$ cat src/rtl/board_test_button_reader.sv
// ============================================================================
// Module   : board_test_button_reader
// Brief    : Two-button reader: sync, debounce, press/release/long pulses.
// Revision : 1.0
// ============================================================================
`default_nettype none

module board_test_button_reader #(
  parameter int DEBOUNCE_CYCLES = 65536,
  parameter int LONG_CYCLES     = 2621440
) (
  input  logic clk,
  input  logic rst,
  input  logic s1,
  input  logic s2,
  output logic s1_pressed,
  output logic s2_pressed,
  output logic s1_press,
  output logic s2_press,
  output logic s1_release,
  output logic s2_release,
  output logic s1_long,
  output logic s2_long,
  output logic both_press
);

  localparam int C_DB_W   = (DEBOUNCE_CYCLES > 1) ? $clog2(DEBOUNCE_CYCLES) : 1;
  localparam int C_HOLD_W = $clog2(64'(LONG_CYCLES) + 64'd1);
  localparam logic [C_DB_W-1:0]   C_DB_LAST  = C_DB_W'(DEBOUNCE_CYCLES - 1);
  localparam logic [C_HOLD_W-1:0] C_HOLD_MAX = C_HOLD_W'(LONG_CYCLES);
  localparam logic [C_HOLD_W-1:0] C_HOLD_PRE = C_HOLD_W'(LONG_CYCLES - 1);

  logic [1:0] w_raw;
  logic [1:0] w_pressed;
  logic [1:0] w_next_pressed;
  logic [1:0] w_press;
  logic [1:0] w_release;
  logic [1:0] w_long;
  logic       r_both;

  assign w_raw = {s2, s1};

  generate
    for (genvar i = 0; i < 2; i++) begin : g_btn
      logic                r_meta;
      logic                r_sync;
      logic                r_pressed;
      logic                r_press;
      logic                r_release;
      logic                r_long;
      logic [C_DB_W-1:0]   r_db_cnt;
      logic [C_HOLD_W-1:0] r_hold_cnt;
      logic                w_differs;
      logic                w_toggle;

      // Raw pins are active-low; debounced state is kept active-high.
      assign w_differs         = (~r_sync) != r_pressed;
      assign w_toggle          = w_differs && (r_db_cnt == C_DB_LAST);
      assign w_next_pressed[i] = r_pressed ^ w_toggle;

      always_ff @(posedge clk) begin
        if (!rst) begin
          r_meta     <= 1'b1;
          r_sync     <= 1'b1;
          r_pressed  <= 1'b0;
          r_press    <= 1'b0;
          r_release  <= 1'b0;
          r_long     <= 1'b0;
          r_db_cnt   <= '0;
          r_hold_cnt <= '0;
        end else begin
          r_meta    <= w_raw[i];
          r_sync    <= r_meta;
          r_pressed <= r_pressed ^ w_toggle;
          r_press   <= w_toggle & ~r_pressed;
          r_release <= w_toggle & r_pressed;

          if (!w_differs || w_toggle)
            r_db_cnt <= '0;
          else
            r_db_cnt <= r_db_cnt + 1'b1;

          // Hold counter saturates so the long pulse fires once per press.
          if (!r_pressed)
            r_hold_cnt <= '0;
          else if (r_hold_cnt != C_HOLD_MAX)
            r_hold_cnt <= r_hold_cnt + 1'b1;

          r_long <= r_pressed && (r_hold_cnt == C_HOLD_PRE);
        end
      end

      assign w_pressed[i] = r_pressed;
      assign w_press[i]   = r_press;
      assign w_release[i] = r_release;
      assign w_long[i]    = r_long;
    end
  endgenerate

  always_ff @(posedge clk) begin
    if (!rst)
      r_both <= 1'b0;
    else
      r_both <= (&w_next_pressed) & ~(&w_pressed);
  end

  assign s1_pressed = w_pressed[0];
  assign s2_pressed = w_pressed[1];
  assign s1_press   = w_press[0];
  assign s2_press   = w_press[1];
  assign s1_release = w_release[0];
  assign s2_release = w_release[1];
  assign s1_long    = w_long[0];
  assign s2_long    = w_long[1];
  assign both_press = r_both;

endmodule

`default_nettype wire

$ cat config.mk
export PLATFORM = sky130hd
export DESIGN_NAME = board_test_button_reader
export DESIGN_NICKNAME = d
export VERILOG_FILES = /design/src/rtl/board_test_button_reader.sv
export SDC_FILE = /design/constraint.sdc
export NUM_CORES = 1
export LEC_CHECK = 0
export BUFFER_PORTS_ARGS = -buffer_cell sky130_fd_sc_hd__clkbuf_2
export CORE_MARGIN = 5
export CORE_UTILIZATION = 40
export CTS_CLUSTER_SIZE = 40
export DETAILED_ROUTE_END_ITERATION = 12
export GPL_TIMING_DRIVEN = 0
export PLACE_DENSITY_LB_ADDON = 0.08
export SYNTH_ARGS = -nofsm -noshare
export SYNTH_HDL_FRONTEND = slang
export SYNTH_SLANG_ARGS = --single-unit
$ cat constraint.sdc
create_clock -name clk -period 2.47 [get_ports clk]
set_input_delay 0.247 -clock clk [delete_from_list [all_inputs] [get_ports clk]]
set_output_delay 0.247 -clock clk [all_outputs]
set_load 0.01 [all_outputs]
After elaboration in Yosys (flattened, before gate mapping)
Index checks and enable logic that the tools add are counted.
{"block": "totals", "regBits": 89, "latchBits": 0, "ramBits": 0, "rom_bits": 0, "input_bits": 4, "out_inout_bits": 9, "n_memories": 0}
{"block": "classes", "n_addsub": 4, "multipliers": 0, "n_div": 0, "order_cmp": 0, "n_eq_ne": 8, "shifts": 0, "mux": 0, "n_bitwise": 13, "reduce_logical": 14}
{"cell": "22-bit by 1-bit adder with 22-bit output (second input constant)", "n": 2}
{"cell": "22-bit equality test (second input constant)", "n": 2}
{"cell": "22-bit inequality test (second input constant)", "n": 2}
{"cell": "16-bit by 1-bit adder with 16-bit output (second input constant)", "n": 2}
{"cell": "16-bit equality test (second input constant)", "n": 2}
{"cell": "2-bit AND reduction", "n": 4}
{"cell": "1-bit inverter", "n": 6}
{"cell": "1-bit AND", "n": 5}
{"cell": "1-bit logical AND", "n": 4}
{"cell": "2-bit OR reduction", "n": 2}
{"cell": "1-bit logical NOT", "n": 2}
{"cell": "1-bit logical OR", "n": 2}
{"cell": "1-bit inequality test", "n": 2}
{"cell": "1-bit XOR", "n": 2}

Depth between registers and ports, before layout
Gate-level depths: netlist (run 1).
{"block": "logic_depth", "depth_word": 6, "mapped_depth": 6, "depth_no_buf": 6}

Worst setup path before layout (run 1)
Ideal clock, no wire load.
{"block": "synth_path", "path_kind": "flip-flop to flip-flop", "startpoint": "register g_btn[0].r_hold_cnt[0]", "endpoint": "register g_btn[0].r_hold_cnt[16]", "setup_time_ps": 71, "t_arrival_ps": 1730, "required_time_ps": 2399, "slack_ps": 669, "path_stages_with_launch": 6, "path_buffers": 0, "synth_period_minus_slack_ps": 1801, "cell_sequence": "dfxtp_1 > ha_1 > nand2_1 > or4_4 > or4_1 > a21oi_1"}
{"block": "synth_between", "elab_chain_len": 1, "elab_cells_between_ends": 2, "classes_between": "1 x add/sub; 1 x eq/ne"}
{"item": "start: declaration", "line_no": "52", "source": "logic [C_HOLD_W-1:0] r_hold_cnt;"}
{"item": "start signal: assignment", "line_no": "87", "source": "r_hold_cnt <= r_hold_cnt + 1'b1;"}
{"item": "22-bit by 1-bit adder with 22-bit output or 22-bit inequality test (tied branches)", "line_no": "87, 86"}
Parallel ways exist; a longest one is shown, timed or not.
A chain may end at the register's enable or synchronous reset.

Final worst setup path (run 1)
{"block": "layout_path", "startpoint": "register g_btn[1].r_db_cnt[0]", "endpoint": "register g_btn[1].r_db_cnt[7]"}
{"block": "layout_between", "elab_chain_len": 4, "elab_cells_between_ends": 5, "classes_between": "1 x add/sub; 1 x eq/ne; 3 x reduce/logical"}
{"item": "start: declaration", "line_no": "51", "source": "logic [C_DB_W-1:0] r_db_cnt;"}
{"item": "start signal: assignment", "line_no": "81", "source": "r_db_cnt <= r_db_cnt + 1'b1;"}
{"item": "parallel branches: the longest is 4 deep, another holds 16-bit by 1-bit adder with 16-bit output"}
Parallel ways; which one is timed is not known.

==> summary.md, run 1 <==
| Metric | Value |
|---|---|
| Lkg Pwr | `1.30 nW` |
| Hold crit path type | `input pin to register` |
| GRT Overall Usage | `13.8%` |
| P_sw | `506 uW` |
| Pwr dens | `555 nW/um^2` |
| Seq pwr share | `59.7%` |
| Syn Area/Cell | `8.64 sq um` |
| # H-tree levels | `3` |
| Initial antenna violation count | `0` |
| Core Rows | `36` |
| Total of max-cap violations | `0` |
| Clock Latency Late Sink | `0.35 ns` |
| Worst setup SP type | `register` |
| Total Die Area | `11,900 sq um` |
| Detailed Route WL | `7690 um` |
| Logic pwr share | `0.7%` |
| GP Congestion | `0.730` |
| CTS tree | `done` |
| Highest ir drop seen on vdd | `335 uV` |
| Final setup fails | `0` |
| Register area share after synthesis | `45.2%` |
| Fin. Hold Viols | `0` |
| Share of cells above drive strength 1 | `6.63%` |
| Dominant synthesized flop cell | `dfxtp_1` |
| Leading area contributor after synthesis | `dfxtp_1` |
| Post-DR wirelength/cell | `12.5 um` |
| Max_slew headroom | `53.1%` |
| Crit Path Category | `register to register` |
| Syn Nets | `466` |
| Core area | `9680 sq um` |
| Clk slew on worst S/H paths | `0.09 ns` |
| EDFF count, synth | `0` |
| Fin util | `44.9%` |
| Yosys warns | `0` |
| Starting density of the core | `40.7%` |
| Clk root buf | `clkbuf_8` |
| Reg2Reg Setup Slack | `0.25 ns` |
| Status | `finished, final reports clean` |
| Internal Power | `1.91 mW` |
| Most frequent cell after synthesis | `dfxtp_1` |
| Synth async-reset ratio | `0%` |
| Area Growth Syn to Fin | `10.3%` |
| CP Cell Sequence | `ha_1, nand4_1, nor2_1, a31o_2, clkbuf_1, nor2_1` |
| Final Slew Violations | `0` |
| Finished Layout Cells | `616` |
| Slowest-stage cell, CP | `nor2_1` |
| Final period util | `89.8%` |
| Clock share of power | `39.6%` |
| Hold_buf cts | `0` |
| CTS Buf Count | `9` |
| Final instance area | `4350 sq um` |
| Largest net degree at the start of global routing | `14` |
| Crit path capture type | `register` |
| Placed cell count | `601` |
| CP Data Required Time | `2.69 ns` |
| Via/cell ratio | `5.10` |
| Routed Antenna Nets | `0` |
| Die height | `109 um` |
| Synth top area share | `45.2%` |
| Slew @ Worst Pin | `0.697 ns` |
| Fillers | `997` |
| Antenna Cells | `0` |
| Final Power | `2.41 mW` |
| Synth Instances | `456` |
| Post-CTS Setup Repair Bufs | `0` |
| Synth cell types | `42` |
| Switch share | `21.0%` |
| Top cells by area, synth | `dfxtp_1 45%, xnor2_1 6.4%, nor2_1 6.2%` |
| Post-Syn Area | `3940 sq um` |
| Max stage delay on crit path | `0.46 ns` |
| Global-route wire length before repair | `13,300 um` |
| Grt ovf | `0` |
| Cell Area, Placed | `4170 sq um` |
| List of most frequent post-synthesis cells | `89 x dfxtp_1, 65 x nor2_1, 29 x nand3_1, 29 x xnor2_1, 26 x nand2_1` |
| Final net count | `489` |
| Top Ports | `13` |
| F_max | `451 MHz` |
| DIE WIDTH | `109 um` |
| Deepest clock path buffer count | `2` |
| Pre-antenna DRT Iters | `5` |
| Worst Path Max Fanout | `10` |
| Vias in the first global route | `2,934` |
| Final Skew | `0.0113 ns` |
| Seq cells post-synth | `89` |
| Final setup TNS | `0 ns` |
| Hpwl dp | `5500 um` |
| Vias | `3,142` |
| DRC | `0` |
| Most frequent cell on the critical path | `nor2_1` |
| Post-CTS sizing | `0` |
| CTS Sinks | `89` |
| Tmin final | `2.22 ns` |
| Initial DRC count | `92` |
| Port bufs | `12` |
| RSZ-0062 raised after global routing | `false` |
| Worst path arrival time | `2.44 ns` |
cell usage in the layout, fill, tap and decap left out, drive strengths merged, types with 2 or more instances in the layout:
master / n
o31ai: 5
nand2: 26
dfxtp: 89
a21oi: 19
and3: 6
o21ai: 11
ha: 6
xnor2: 29
a31oi: 2
nor4: 18
o211ai: 2
nand4: 26
clkbuf: 31
nand3: 30
mux2i: 3
or4: 6
o21a: 2
inv: 18
or3: 12
buf: 4
nor3: 16
nor3b: 2
nand2b: 6
nor2b: 3
xor2: 21
and2: 4
nor2: 65
and4: 8
cell families after synthesis:
family / Yosys count / share of synthesized area (%)
mux: 3 / 0.762
compound gates: 46 / 7.02
buf+inv: 29 / 2.86
xor+xnor: 50 / 11.1
fa+ha+maj: 6 / 1.90
flops: 89 / 45.2
simple gates: 233 / 31.1
final timing paths:
| kind | startpoint | endpoint | cells past startpoint |
|---|---|---|---|
| worst max-delay path | g_btn[1].r_db_cnt[0] | g_btn[1].r_db_cnt[7] | 6 |
| worst min-delay path | s2 | g_btn[1].r_meta | 2 |
| worst max register to register | g_btn[1].r_db_cnt[0] | g_btn[1].r_db_cnt[7] | 6 |
| worst min register to register | g_btn[0].r_meta | g_btn[0].r_sync | 1 |
sequential cells by signal (all words and copies together) (netlist names):
register	flops
s1_pressed	1
s2_long	1
s1_press	1
s1_long	1
s2_pressed	1
s2_release	1
g_btn.r_meta	2
both_press	1
g_btn.r_hold_cnt	44
s1_release	1
g_btn.r_db_cnt	32
s2_press	1
g_btn.r_sync	2
power groups by stage:
stage / sequential (mW) / combinational, mW / clock [mW]
after floorplan: 1.47 / 0.0109 / 0
after global placement: 1.47 / 0.0176 / 0
after detailed placement: 1.47 / 0.0176 / 0
after CTS: 1.44 / 0.0176 / 0.993
after global routing: 1.44 / 0.0196 / 1.04
final: 1.44 / 0.0172 / 0.956
critical path, delay by kind of cell (launching register included):
kind	cells	cell delay, ns
adder cells (fa/ha/maj)	1	0.24
buffers and inverters	1	0.37
AO/OA/AOI/OAI	1	0.32
flip-flops	1	0.40
AND/OR/NAND/NOR	3	0.76
stage by stage:
| step | hold WS [ns] | worst slack (ns) |
|---|---|---|
| floorplan | 0.348 | 0.669 |
| global placement | 0.388 | 0.281 |
| detailed placement | 0.393 | 0.259 |
| CTS | 0.0502 | 0.236 |
| global route | 0.0518 | 0.0525 |
| finish | 0.0651 | 0.252 |
layer usage:
metal	vias to the layer above	global-route usage, %	wire [um]
met2	27	22.2	3360
met3	9	3.61	236
met1	1437	18.0	4000
met4	0	4.81	97
li1	1669	-	-
met5	-	0	0
cell type report:
cell class,count,area (sq um),area share (%)
clock buffers,12,135,3.11
inverters,18,67.6,1.55
repair buffers,12,60.1,1.38
well taps,133,166,3.83
clock inverters,3,42.5,0.979
plain buffers,11,45.0,1.04
flip-flops and latches,89,1780,41.0
multi-input cells,338,2050,47.1
No activity file was read; power rests on OpenSTA's default activity.
==> run 2, diff against run 1 <==
- GPL_TIMING_DRIVEN: 0 -> unset
==> summary.md, run 2 (synthesis gave the netlist of run 1 again) <==
| Metric | Value |
|---|---|
| Status | `finished, final reports clean (unchanged)` |
| Final setup TNS | `0 ns (unchanged)` |
| Tmin final | `2.06 ns (was 2.22 ns)` |
| Core Rows | `36 (unchanged)` |
| Deepest clock path buffer count | `2 (unchanged)` |
| Crit path capture type | `register (unchanged)` |
| Hold wc startpoint | `s2 (unchanged)` |
| Clk slew on worst S/H paths | `0.09 ns (about the same)` |
| Fillers | `963 (was 997)` |
| Hold path endpoint | `g_btn[1].r_meta (unchanged)` |
| Largest Register | `g_btn.r_hold_cnt (unchanged)` |
| Worst setup SP type | `register (unchanged)` |
| Highest ir drop seen on vdd | `352 uV (was 335 uV)` |
| Total Die Area | `11,900 sq um (unchanged)` |
| Pre-antenna DRT Iters | `4 (was 5)` |
| Hold path depth | `2 (unchanged)` |
| Worst r2r dst | `g_btn[0].r_db_cnt[2] (was g_btn[1].r_db_cnt[7])` |
| CP Cell Sequence | `ha_1, nand4_1, nor4_1, nand3b_1, nor2_1 (was ha_1, nand4_1, nor2_1, a31o_2, clkbuf_1, nor2_1)` |
| Final Skew | `0.00891 ns (was 0.0113 ns)` |
| Hold crit path type | `input pin to register (unchanged)` |
| Crit Path Category | `register to register (unchanged)` |
| GP Congestion | `0.758 (was 0.730)` |
| Hold_buf cts | `0 (unchanged)` |
| Worst Path Max Fanout | `16 (was 10)` |
| Vias in the first global route | `2,871 (was 2,934)` |
| Reg2reg start | `g_btn[0].r_db_cnt[0] (was g_btn[1].r_db_cnt[0])` |
| Final Slew Violations | `0 (unchanged)` |
| # H-tree levels | `3 (unchanged)` |
| Finished Layout Cells | `610 (was 616)` |
| Max stage delay on crit path | `0.54 ns (was 0.46 ns)` |
| Area Growth Syn to Fin | `11.5% (was 10.3%)` |
| Core area | `9680 sq um (unchanged)` |
| Initial antenna violation count | `0 (unchanged)` |
| Global-route wire length before repair | `13,000 um (was 13,300 um)` |
| Critical Path Stages | `5 (was 6)` |
| Critical path buffers and inverters | `0 (was 1)` |
| Max_slew headroom | `50.0% (was 53.1%)` |
| Lkg Pwr | `1.32 nW (was 1.30 nW)` |
| Total of max-cap violations | `0 (unchanged)` |
| Post-DR wirelength/cell | `12.2 um (was 12.5 um)` |
| DRC | `0 (unchanged)` |
| Fin. Hold Viols | `0 (unchanged)` |
| Final period util | `83.3% (was 89.8%)` |
| Post-CTS Setup Repair Bufs | `0 (unchanged)` |
| CTS Buf Count | `9 (unchanged)` |
| Vias | `3,101 (was 3,142)` |
| Routed Antenna Nets | `0 (unchanged)` |
| Reg2Reg Setup Slack | `0.41 ns (was 0.25 ns)` |
| Final net count | `482 (was 489)` |
| Largest registers | `g_btn.r_hold_cnt (44), g_btn.r_db_cnt (32) (unchanged)` |
| Starting density of the core | `40.7% (unchanged)` |
| Max FFs per register | `44 (unchanged)` |
| Most frequent cells in the layout | `89 x dfxtp_1, 65 x nor2_1, 29 x nand3_1, 29 x xnor2_1, 26 x nand2_1 (unchanged)` |
| Initial DRC count | `122 (was 92)` |
| Top Ports | `13 (unchanged)` |
| RSZ-0062 raised after global routing | `false (unchanged)` |
| Grt ovf | `0 (unchanged)` |
| Placed cell count | `594 (was 601)` |
| Detailed Route WL | `7450 um (was 7690 um)` |
| Worst path arrival time | `2.29 ns (was 2.44 ns)` |
| CP Data Required Time | `2.70 ns (was 2.69 ns)` |
| CTS Sinks | `89 (unchanged)` |
| Port bufs | `12 (unchanged)` |
| Final setup fails | `0 (unchanged)` |
| Clock Latency Late Sink | `0.36 ns (was 0.35 ns)` |
| CTS tree | `done (unchanged)` |
| Commonest non-fill, non-tap cell in the layout | `dfxtp_1 (unchanged)` |
| Clk root buf | `clkbuf_8 (unchanged)` |
| Largest net degree at the start of global routing | `23 (was 14)` |
| Post-CTS sizing | `0 (unchanged)` |
| Die height | `109 um (unchanged)` |
| Slew @ Worst Pin | `0.748 ns (was 0.697 ns)` |
| Antenna Cells | `0 (unchanged)` |
| Worst R2R Path Depth | `5 (was 6)` |
| Hpwl dp | `5200 um (was 5500 um)` |
| GRT Overall Usage | `13.6% (was 13.8%)` |
| F_max | `486 MHz (was 451 MHz)` |
| Pwr dens | `602 nW/um^2 (was 555 nW/um^2)` |
| DIE WIDTH | `109 um (unchanged)` |
| Top delay family on crit path | `simple AND/OR/NAND/NOR gates (unchanged)` |
| Share of cells above drive strength 1 | `7.76% (was 6.63%)` |
| Via/cell ratio | `5.08 (was 5.10)` |
| Slowest-stage cell, CP | `nand3b_1 (was nor2_1)` |
[run 2: cell count changes in the layout (fill, tap and decap cells not counted), sizes merged]
cell      delta
clkbuf      -10
clkinv       +1
clkinvlp     +1
bufinv       +2
[run 2: worst register-to-register path: cells and delay by family, from the launching register on]
kind,cells,cell delay (ns)
fa+ha+maj,1,0.25
flops,1,0.40
simple gates,4,1.28
[run 2: worst max-delay path by stage]
stage                           startpoint                 endpoint  slack [ns]
floorplan           g_btn[0].r_hold_cnt[0]  g_btn[0].r_hold_cnt[16]        0.67
CTS                   g_btn[0].r_db_cnt[0]     g_btn[0].r_db_cnt[5]        0.41
finish                g_btn[0].r_db_cnt[0]     g_btn[0].r_db_cnt[2]        0.41
global route          g_btn[0].r_db_cnt[0]    g_btn[0].r_db_cnt[14]        0.24
detailed placement    g_btn[0].r_db_cnt[0]     g_btn[0].r_db_cnt[2]        0.42
global placement      g_btn[0].r_db_cnt[0]     g_btn[0].r_db_cnt[8]        0.47
[run 2: final cells by class]
| type | count | area, sq um | share of cell area (%) |
|---|---|---|---|
| Clock buffer | 9 | 124 | 2.82 |
| Clock inverter | 7 | 119 | 2.70 |
| Timing Repair Buffer | 16 | 90.1 | 2.05 |
| Sequential cell | 89 | 1780 | 40.5 |
| Multi-Input combinational cell | 338 | 2050 | 46.6 |
| Tap cell | 133 | 166 | 3.79 |
| Inverter | 18 | 67.6 | 1.54 |
[run 2: power breakdown]
group	total [mW]	internal [mW]	switching, mW	leakage, nW
clock	1.19	0.671	0.518	0.115
combinational	0.0156	0.00594	0.00968	0.491
sequential	1.44	1.44	0.00263	0.718
[run 2: per-layer routing]
metal  vias to the layer above  global-route usage [%]  share of wire [%]
met3                         9                    3.79                3.4
met2                        33                    20.4                 42
met5                         -                       0                  0
met1                      1408                    18.3                 53
met4                         0                    6.14                1.5
li1                       1651                       -                  -
[run 2: stage by stage]
stage	hold WS (ns)	cell area (sq um)	utilization [%]	worst slack, ns	total power, mW
after detailed placement	0.396	4150	42.9	0.419	1.49
after floorplan	0.348	3940	-	0.669	1.48
after global routing	0.0333	4400	45.4	0.237	2.75
after global placement	0.391	4150	42.9	0.473	1.49
after CTS	0.0292	4400	45.4	0.409	2.70
final	0.0563	4400	45.4	0.411	2.64
==> run 3, diff against run 2 <==
- clock period: 2.47 -> 2.1 ns (I/O delays scaled with it)
==> summary.md, run 3 (synthesis gave the netlist of run 1 again) <==
| Metric | Value |
|---|---|
| GRT Overall Usage | `14.3% (was 13.6%)` |
| Core area | `9680 sq um (unchanged)` |
| DIE WIDTH | `109 um (unchanged)` |
| CTS tree | `done (unchanged)` |
| Hold_buf cts | `0 (unchanged)` |
| Highest ir drop seen on vdd | `455 uV (was 352 uV)` |
| Final Skew | `0.00696 ns (was 0.00891 ns)` |
| Share of cells above drive strength 1 | `8.49% (was 7.76%)` |
| CP Data Required Time | `2.38 ns (was 2.70 ns)` |
| Hold crit path type | `input pin to register (unchanged)` |
| Port bufs | `12 (unchanged)` |
| Worst Path Max Fanout | `6 (was 16)` |
| Max FFs per register | `44 (unchanged)` |
| Detailed Route WL | `7640 um (was 7450 um)` |
| Fin util | `45.7% (was 45.4%)` |
| Seq pwr share | `57.5% (was 54.5%)` |
| Clk root buf | `clkbuf_8 (unchanged)` |
| Commonest non-fill, non-tap cell in the layout | `dfxtp_1 (unchanged)` |
| Via/cell ratio | `5.16 (was 5.08)` |
| Clock Latency Late Sink | `0.34 ns (was 0.36 ns)` |
| Area Growth Syn to Fin | `12.3% (was 11.5%)` |
| Post-CTS sizing | `0 (unchanged)` |
| Placed cell count | `602 (was 594)` |
| RSZ-0062 raised after global routing | `false (unchanged)` |
| Deepest clock path buffer count | `2 (unchanged)` |
| Hold wc startpoint | `s2 (unchanged)` |
| Max_slew headroom | `48.8% (was 50.0%)` |
| Core Rows | `36 (unchanged)` |
| CTS Sinks | `89 (unchanged)` |
| Final period util | `93.5% (was 83.3%)` |
| Fillers | `964 (was 963)` |
| Largest registers | `g_btn.r_hold_cnt (44), g_btn.r_db_cnt (32) (unchanged)` |
| Most frequent cells in the layout | `89 x dfxtp_1, 65 x nor2_1, 29 x nand3_1, 29 x xnor2_1, 26 x nand2_1 (unchanged)` |
| Worst hold slack | `0.0379 ns (was 0.0563 ns)` |
| Post-CTS Setup Repair Bufs | `0 (unchanged)` |
| Reg area | `1780 sq um (unchanged)` |
| Worst R2R Path Depth | `5 (unchanged)` |
| Reg2Reg Setup Slack | `0.14 ns (was 0.41 ns)` |
| Die height | `109 um (unchanged)` |
| Top Ports | `13 (unchanged)` |
| Hpwl dp | `5400 um (was 5200 um)` |
| Final setup TNS | `0 ns (unchanged)` |
| Total of max-cap violations | `0 (unchanged)` |
| # H-tree levels | `3 (unchanged)` |
| Worst setup SP type | `register (unchanged)` |
| Initial DRC count | `140 (was 122)` |
| Fin. Hold Viols | `0 (unchanged)` |
| Total Die Area | `11,900 sq um (unchanged)` |
| Hold path depth | `2 (unchanged)` |
| GP Congestion | `0.761 (was 0.758)` |
| Initial antenna violation count | `0 (unchanged)` |
| Logic pwr share | `0.7% (was 0.6%)` |
| Finished Layout Cells | `616 (was 610)` |
| Crit path capture type | `register (unchanged)` |
| DRC | `0 (unchanged)` |
| Cell Area, Placed | `4230 sq um (was 4150 sq um)` |
| Largest net degree at the start of global routing | `23 (unchanged)` |
| Antenna Cells | `0 (unchanged)` |
| Clk slew on worst S/H paths | `0.08 ns (was 0.09 ns)` |
| F_max | `510 MHz (was 486 MHz)` |
| Reg2reg start | `g_btn[0].r_hold_cnt[0] (was g_btn[0].r_db_cnt[0])` |
| Worst path arrival time | `2.25 ns (was 2.29 ns)` |
| CTS Buf Count | `9 (unchanged)` |
| Tmin final | `1.96 ns (was 2.06 ns)` |
| Switch share | `19.8% (was 20.0%)` |
| Vias | `3,176 (was 3,101)` |
| Post-DR wirelength/cell | `12.4 um (was 12.2 um)` |
| Hold path endpoint | `g_btn[1].r_meta (unchanged)` |
| Final setup fails | `0 (unchanged)` |
| Clock share of power | `41.7% (was 45.0%)` |
| Crit Path Category | `register to register (unchanged)` |
| P_sw | `584 uW (was 530 uW)` |
| Slew @ Worst Pin | `0.766 ns (was 0.748 ns)` |
| Grt ovf | `0 (unchanged)` |
| Multi-input logic area | `2050 sq um (unchanged)` |
| Worst r2r dst | `g_btn[0].r_hold_cnt[14] (was g_btn[0].r_db_cnt[2])` |
| Routed Antenna Nets | `0 (unchanged)` |
| Largest Register | `g_btn.r_hold_cnt (unchanged)` |
| Global-route wire length before repair | `13,700 um (was 13,000 um)` |
| Vias in the first global route | `3,023 (was 2,871)` |
| Final net count | `490 (was 482)` |
| Internal Power | `2.36 mW (was 2.11 mW)` |
| Starting density of the core | `40.7% (unchanged)` |
| Pre-antenna DRT Iters | `4 (unchanged)` |
| Status | `finished, final reports clean (unchanged)` |
| Lkg Pwr | `1.35 nW (was 1.32 nW)` |
| Final Slew Violations | `0 (unchanged)` |
| Pwr dens | `665 nW/um^2 (was 602 nW/um^2)` |
| Final instance area | `4420 sq um (was 4400 sq um)` |
[run 3: cell count changes in the layout (fill, tap and decap cells not counted), sizes merged]
cell	delta
buf	+8
bufinv	-1
clkbuf	+2
clkinv	-2
clkinvlp	-1
[run 3: power by group through the flow]
stage	registers, mW	logic, mW	clock network [mW]
after floorplan	1.73	0.0129	0
after global placement	1.73	0.0219	0
after detailed placement	1.73	0.0223	0
after CTS	1.69	0.0223	1.28
after global routing	1.69	0.0242	1.35
final	1.69	0.0214	1.23
[run 3: metal layers]
layer / vias to the layer above / routed length [um] / track usage [%]
met1: 1468 / 4000 / 19.8
met4: 0 / 81 / 3.92
met3: 9 / 249 / 4.38
met2: 28 / 3300 / 21.5
met5: - / 0 / 0
li1: 1671 / - / -
[run 3: critical path: stages, from the launching register on]
cell	delay [ns]
dfxtp_1	0.42
ha_1	0.24
nand2_1	0.14
or4_4	0.53
or4_1	0.42
a21oi_1	0.14
[run 3: worst max-delay path by stage]
stage                                 from                       to  slack [ns]
floorplan           g_btn[0].r_hold_cnt[0]  g_btn[0].r_hold_cnt[16]        0.30
finish              g_btn[0].r_hold_cnt[0]  g_btn[0].r_hold_cnt[14]        0.14
CTS                 g_btn[0].r_hold_cnt[0]  g_btn[0].r_hold_cnt[14]        0.15
detailed placement  g_btn[0].r_hold_cnt[0]  g_btn[0].r_hold_cnt[14]        0.16
global route        g_btn[0].r_hold_cnt[0]  g_btn[0].r_hold_cnt[14]        0.03
global placement    g_btn[0].r_hold_cnt[0]  g_btn[0].r_hold_cnt[16]        0.22
[run 3: cell type report]
cell class | count | area share, %
clock buffers | 11 | 2.97
clock inverters | 3 | 1.53
inverters | 18 | 1.53
multi-input cells | 338 | 46.3
flip-flops and latches | 89 | 40.3
well taps | 133 | 3.76
repair buffers | 24 | 3.68
[run 3: metrics by stage]
| step | worst slack [ns] | power (mW) |
|---|---|---|
| after CTS | 0.150 | 3.00 |
| after global routing | 0.0307 | 3.07 |
| after global placement | 0.220 | 1.75 |
| final | 0.138 | 2.94 |
| after detailed placement | 0.158 | 1.76 |
| after floorplan | 0.299 | 1.75 |
